==> src/rtl/seq_frame_tx.sv <==
// Serial frame transmitter: sync word, MSB-first payload, even parity, then idle gap.
// Payload is taken over a valid/ready handshake; one bit leaves per clock.
module seq_frame_tx #(
    parameter int unsigned       SYNC_W = 4,
    parameter logic [SYNC_W-1:0] SYNC   = 4'b1011,
    parameter int unsigned       DATA_W = 8,
    parameter int unsigned       GAP    = 2
) (
    input  logic              clk,
    input  logic              rst,
    input  logic [DATA_W-1:0] data_in,
    input  logic              data_valid,
    output logic              data_ready,
    output logic              out_bit,
    output logic              out_valid,
    output logic              frame_start,
    output logic              tx_done,
    output logic              busy
);

    localparam int unsigned FRAME_W = SYNC_W + DATA_W;
    localparam int unsigned LEN_SD  = (SYNC_W > DATA_W) ? SYNC_W : DATA_W;
    localparam int unsigned MAX_LEN = (LEN_SD > GAP) ? LEN_SD : GAP;
    localparam int unsigned CNT_W   = (MAX_LEN > 1) ? $clog2(MAX_LEN) : 1;

    typedef enum logic [2:0] {
        S_IDLE,
        S_SYNC,
        S_DATA,
        S_PARITY,
        S_GAP
    } state_t;

    state_t             state_q, state_n;
    logic [CNT_W-1:0]   cnt_q, cnt_n;
    logic [FRAME_W-1:0] frame_q, frame_n;
    logic               par_q, par_n;
    logic               out_bit_n, out_valid_n, frame_start_n, tx_done_n;

    // Sync word and payload share one shift register; the bit on out_bit has already left it.
    always_comb begin
        state_n       = state_q;
        cnt_n         = cnt_q;
        frame_n       = frame_q;
        par_n         = par_q;
        out_bit_n     = 1'b0;
        out_valid_n   = 1'b0;
        frame_start_n = 1'b0;
        tx_done_n     = 1'b0;
        case (state_q)
            S_IDLE: begin
                if (data_valid && data_ready) begin
                    state_n       = S_SYNC;
                    cnt_n         = CNT_W'(SYNC_W - 1);
                    frame_n       = {SYNC, data_in} << 1;
                    par_n         = ^data_in;
                    out_bit_n     = SYNC[SYNC_W-1];
                    out_valid_n   = 1'b1;
                    frame_start_n = 1'b1;
                end
            end
            S_SYNC: begin
                out_bit_n   = frame_q[FRAME_W-1];
                out_valid_n = 1'b1;
                frame_n     = frame_q << 1;
                if (cnt_q == '0) begin
                    state_n = S_DATA;
                    cnt_n   = CNT_W'(DATA_W - 1);
                end else begin
                    cnt_n = cnt_q - CNT_W'(1);
                end
            end
            S_DATA: begin
                out_valid_n = 1'b1;
                if (cnt_q == '0) begin
                    state_n   = S_PARITY;
                    cnt_n     = '0;
                    out_bit_n = par_q;
                    tx_done_n = 1'b1;
                end else begin
                    out_bit_n = frame_q[FRAME_W-1];
                    frame_n   = frame_q << 1;
                    cnt_n     = cnt_q - CNT_W'(1);
                end
            end
            S_PARITY: begin
                if (GAP > 0) begin
                    state_n = S_GAP;
                    cnt_n   = CNT_W'(GAP - 1);
                end else begin
                    state_n = S_IDLE;
                    cnt_n   = '0;
                end
            end
            S_GAP: begin
                if (cnt_q == '0) begin
                    state_n = S_IDLE;
                    cnt_n   = '0;
                end else begin
                    cnt_n = cnt_q - CNT_W'(1);
                end
            end
            default: begin
                state_n = S_IDLE;
                cnt_n   = '0;
            end
        endcase
    end

    // Reset aborts any frame in flight and drops the captured payload.
    always_ff @(posedge clk or posedge rst) begin
        if (rst) begin
            state_q     <= S_IDLE;
            cnt_q       <= '0;
            frame_q     <= '0;
            par_q       <= 1'b0;
            out_bit     <= 1'b0;
            out_valid   <= 1'b0;
            frame_start <= 1'b0;
            tx_done     <= 1'b0;
            busy        <= 1'b0;
            data_ready  <= 1'b0;
        end else begin
            state_q     <= state_n;
            cnt_q       <= cnt_n;
            frame_q     <= frame_n;
            par_q       <= par_n;
            out_bit     <= out_bit_n;
            out_valid   <= out_valid_n;
            frame_start <= frame_start_n;
            tx_done     <= tx_done_n;
            busy        <= (state_n != S_IDLE);
            data_ready  <= (state_n == S_IDLE);
        end
    end

endmodule
==> config.mk <==
export PLATFORM = sky130hd
export DESIGN_NAME = seq_frame_tx
export DESIGN_NICKNAME = d
export VERILOG_FILES = /design/src/rtl/seq_frame_tx.sv
export SDC_FILE = /design/constraint.sdc
export NUM_CORES = 1
export LEC_CHECK = 0
export ABC_AREA = 1
export BUFFER_PORTS_ARGS = -buffer_cell sky130_fd_sc_hd__buf_2
export CAP_MARGIN = 10
export CORE_ASPECT_RATIO = 1.5
export CORE_MARGIN = 4
export CORE_UTILIZATION = 50
export DETAILED_ROUTE_END_ITERATION = 8
export GPL_ROUTABILITY_DRIVEN = 0
export HOLD_SLACK_MARGIN = 0.15
export MAX_ROUTING_LAYER = met4
export PLACE_DENSITY = 0.73
export RECOVER_POWER = 50
export SETUP_SLACK_MARGIN = 0.5
export SYNTH_ARGS = -nofsm -noshare
export SYNTH_HDL_FRONTEND = slang
export SYNTH_SLANG_ARGS = --single-unit
==> constraint.sdc <==
create_clock -name clk -period 1.3 [get_ports clk]
set_clock_uncertainty 0.1 [all_clocks]
set_input_delay 0.065 -clock clk [delete_from_list [all_inputs] [get_ports clk]]
set_output_delay 0.065 -clock clk [all_outputs]
set_load 0.005 [all_outputs]
## After elaboration in Yosys (flattened, before gate mapping)

Index checks and enable logic that the tools add are counted.

| word-level totals | value |
|---|---|
| register bits | 25 |
| latch bits | 0 |
| RAM bits | 0 |
| ROM bits | 0 |
| input bits | 11 |
| output and inout bits | 6 |
| memories kept | 0 |

| operators by class | value |
|---|---|
| add/subtract/negate cells | 1 |
| $mul | 0 |
| divide/modulo/power cells | 0 |
| magnitude comparators | 0 |
| equality and inequality tests | 6 |
| shift operators | 0 |
| muxes and demuxes | 19 |
| bitwise gates (word level) | 0 |
| reduce and logical (&&, ||, !) cells | 11 |

Operators by type and width:

| operator | number |
|---|---|
| $pmux 12 s3 | 1 |
| $mux 12 | 2 |
| $mux 3 | 7 |
| $pmux 3 s5 | 1 |
| $pmux 3 s4 | 1 |
| $logic_not 3->1 | 3 |
| $reduce_xor 8->1 | 1 |
| $eq 3x2->1 const B | 2 |
| $reduce_bool 3->1 | 2 |
| $mux 1 | 5 |
| $ne 2x2->1 const B | 2 |
| $reduce_or 2->1 | 2 |
| $eq 3x1->1 const B | 1 |
| $eq 3x3->1 const B | 1 |
| $pmux 1 s3 | 1 |
| $reduce_and 3->1 | 1 |
| $sub 3x1->3 const B | 1 |
| $pmux 1 s2 | 1 |
| $reduce_and 2->1 | 1 |
| $logic_and 1x1->1 | 1 |

## Longest topological paths before layout

| logic depth | value |
|---|---|
| depth in word-level cells | 4 |
| mapped depth | 9 |
| gate-level depth less buffers | 9 |

## Least setup slack after synthesis

OpenSTA, ideal clock, no wires.

| timing path | value |
|---|---|
| path kind | reg2reg |
| start | register cnt_q[0] |
| end | register frame_q[9] |
| setup time | 118 ps |
| arrival time | 1,162 ps |
| data required time | 1,082 ps |
| slack | -80 ps |
| cell stages (with the launch flop) | 8 |
| buffers on the path | 1 |
| period minus slack after synthesis | 1,380 ps |
| cell sequence | dfrtp_1 > nor2_1 > nand2_1 > nor2_4 > nor2_8 > buf_6 > o21ai_2 > nand2_1 |

| on the way | value |
|---|---|
| longest elaborated chain between the ends | 3 |

RTL lines:

| what | line | source |
|---|---|---|
| start, declared | 35 | `logic [CNT_W-1:0] cnt_q, cnt_n;` |
| start signal, assigned | 125 | `cnt_q <= cnt_n;` |
| $logic_not 3->1 | 75 | `if (cnt_q == '0) begin` |
| $ne 2x2->1 (no line) | - |  |
| $reduce_and 3->1 (no line) | - |  |
| end signal, assigned | 126 | `frame_q <= frame_n;` |
| end, declared | 36 | `logic [FRAME_W-1:0] frame_q, frame_n;` |

No other way between the ends.
A chain may end at the register's enable or synchronous reset.

## Worst setup path after layout

| timing path | value |
|---|---|
| start | register state_q[1] |
| end | register frame_q[6] |

| on the way | value |
|---|---|
| longest elaborated chain between the ends | 3 |

RTL lines:

| what | line | source |
|---|---|---|
| start, declared | 34 | `state_t state_q, state_n;` |
| start signal, assigned | 124 | `state_q <= state_n;` |
| $eq 3x2->1, or another cell as far along | 50 | `case (state_q)` |
| $ne 2x2->1 (no line) / $reduce_bool 3->1 (equally long branches) | - |  |
| $reduce_and 3->1 (no line) | - |  |

Parallel ways exist; a longest one is shown, timed or not.

==> impl_results.md <==
* Critical Path Sink Type: flop
* Core Box Area at 2480 um^2
* Tot GR Track Use at 19.0%
* N_diodes at 0
* Routed length per placed instance at 12.1 um
* Vias in the first global route at 1225
* Die height at 70.5 um
* Area Growth Syn to Fin at 39.4%
* Syn Std Cell Area at 1300 um^2
* Fin cells at 246
* Vias per cell at 5.05
* Clk_lat worst skew at 0.31 ns
* Final core occ at 73.1%
* Num Clock Sinks at 24
* # rows at 22
* Met3 Wirelength at 109 um
* Worst Setup Path Type: flop to flop
* Largest stage delay, worst path at 0.47 ns
* Flops & latches, synth at 24
* Overall power at 4.59 mW
* Placed cell count at 228
* Slowest CP cell: dfrtp_2
* TritonRoute pass-1 iters at 4
* Hold Buf Count CTS at 2
* First-pass GRT wire length at 5060 um
* Critical Path Fanout Max at 8
* DRT Wirelength at 2980 um
* Hold WS at -0.0167 ns
* Via count at 1243
* DRC viols at 0
* TritonCTS Buffers at 3
* Rel. slew slack at 59.9%
* Crit share post-route at 109%
* CTS H-tree depth at 1
* Fillers at 204
* Die width at 49.6 um
* Top sig layer: met4
* CTS tree: yes
* Final hold violation count at 2
* Area contributors post-synth: dfrtp_1 46%, nand2_1 21%, inv_1 7.5%
* Starting Density at 52.5%
* Post-synthesis sequential area ratio at 46.2%
* Clock root buffer: clkbuf_4
* Congestion Overflow GR at 0
* Status: complete, but fails checks
* Met2 wire length at 1610 um
* Pwr per Cell Area at 2530 nW/um^2
* Top cell type's share of synthesized area at 46.2%
* Worst Path Arrival at 1.57 ns
* IR drop worst, VDD at 0.00132 V
* Place WS at -0.108 ns
* Setup violators final at 19
* Worst setup margin at -0.118 ns
* Max frequency at 0.705 GHz
* Static Leakage at 1.02 nW
* Synth warn at 0
* Max clock buf depth at 2
* Worst-path clk slew at 0.13 ns
* PortBufs at 16
* NumNets Final at 234
* Worst hold path class: input pin to flop
* Wire length on met1 at 1130 um
* DP HPWL at 2120 um
* Overall die area at 3500 um^2
* Post-synthesis cell type count at 22
* Max cap viols at 0
* Violated checks: negative hold slack, negative setup slack
* Syn Nets at 183
* Fin area at 1810 um^2
* Area after DPL at 1550 um^2
* Multi-input logic area at 667 um^2
* Setup tns final at -1.66 ns
* RSZ-0062 raised after global routing: yes
* Post-Synthesis Cells at 172
* CP Cell Sequence: nor2_4 -> nand2_4 -> nor2_8 -> nor2_4 -> nor2_8 -> buf_12 -> nand2_1 -> nand2_1
* Largest net degree at the start of global routing at 25
* Synthesized area per cell at 7.56 um^2
* Crit path launch type: flop
* Iter 0 DRT Violations at 17
* Tmin final at 1.42 ns
* Final Max Slew Viols at 0
* FF/Latch Area at 603 um^2
* Slew @ Worst Pin at 0.602 ns
* Antenna Nets Post-Route at 0
* Initial antenna violation count at 0
* Top-Level Pins at 17
* Layout cell share with drive strength beyond 1 at 38.7%
* CP required at 1.46 ns
* Area leader, netlist: dfrtp_1
## critical path, delay by kind of cell, from the launching register on
kind                   cells  cell delay [ns]
and+or+nand+nor            7             0.65
buffers and inverters      1             0.14
DFF                        1             0.47
## what timing repair did
item / CTS / global route
endpoints found under the hold margin: 33 / 7
setup buffers: 6 / 6
setup endpoints to repair: 30 / 30
resized for setup: 21 / 20
pin swaps: 7 / 9
## registers in the layout (all words and copies together) (netlist names)
| name | count |
|---|---|
| cnt_q | 3 |
| data_ready | 1 |
| frame_start | 1 |
| busy | 1 |
| par_q | 1 |
| frame_q | 11 |
| out_bit | 1 |
| tx_done | 1 |
| state_q | 3 |
| out_valid | 1 |
## cell usage in the layout (no fill, tap or decap)
cell           instances
nor2_4                 5
nand2_1               66
clkbuf_4               3
nand3_1                3
buf_4                 19
nor3_4                 1
nand3_2                3
nand2_4                2
buf_6                  9
clkbuf_8               1
o21ai_0                5
a21oi_1                1
nor2_8                 2
dlygate4sd3_1          2
inv_4                  2
inv_1                 22
inv_2                  3
nand2_2                7
dfrtp_2                2
nand3b_1               1
o21ai_1                5
o21ai_2                5
nor2_1                 5
o211ai_1               2
nor2_2                 2
buf_2                 16
clkbuf_2               1
buf_12                 1
a21oi_4                1
dfrtp_1               22
a21oi_2                1
xnor2_1                2
## layer usage
layer / global-route usage [%] / up-vias
li1: - / 624
met1: 20.3 / 573
met2: 32.5 / 33
met3: 2.56 / 13
met4: 11.7 / 0
met5: - / -
## cells by family (layout without fill, tap and decap cells)
logic type / Yosys count / in the layout / share of synthesized area, %
XOR/XNOR: 2 / 2 / 1.35
buffers and inverters: 29 / 79 / 9.24
flip-flops: 24 / 24 / 46.2
AO/OA/AOI/OAI: 20 / 20 / 8.66
AND/OR/NAND/NOR: 97 / 97 / 34.6
## Yosys cell counts, drive strengths merged
library cell and number:
xnor2 2, inv 27, buf 2, nor2 14, dfrtp 24, a21oi 3
nand3 6, nand3b 1, o21ai 15, nand2 75, nor3 1, o211ai 2
## cell type report
cell class	instances	share of cell area, %
clock buffers	4	2.00
well taps	24	1.66
multi-input cells	119	36.8
inverters	27	5.87
repair buffers	48	20.4
flip-flops and latches	24	33.3
## power by group
| part | total, mW | switching [mW] | internal, mW |
|---|---|---|---|
| Clock | 0.391 | 0.220 | 0.171 |
| Sequential | 1.30 | 0.200 | 1.10 |
| Combinational | 2.90 | 1.51 | 1.39 |
## worst paths after layout
path | startpoint | endpoint | slack (ns) | cells past startpoint
hold / removal | data_in[2] | frame_q[3]$_DFFE_PP0P_ | -0.02 | 5
hold reg to reg | frame_q[9]$_DFFE_PP0P_ | frame_q[9]$_DFFE_PP0P_ | 0.39 | 2
max in group asynchronous | rst | state_q[0]$_DFF_PP0_ | 0.36 | 4
setup reg to reg | state_q[1]$_DFF_PP0_ | frame_q[6]$_DFFE_PP0P_ | -0.12 | 8
min in group asynchronous | rst | frame_q[2]$_DFFE_PP0P_ | 0.32 | 4
setup / recovery | state_q[1]$_DFF_PP0_ | frame_q[6]$_DFFE_PP0P_ | -0.12 | 8
Note: power is estimated with default switching activity, not from simulation.
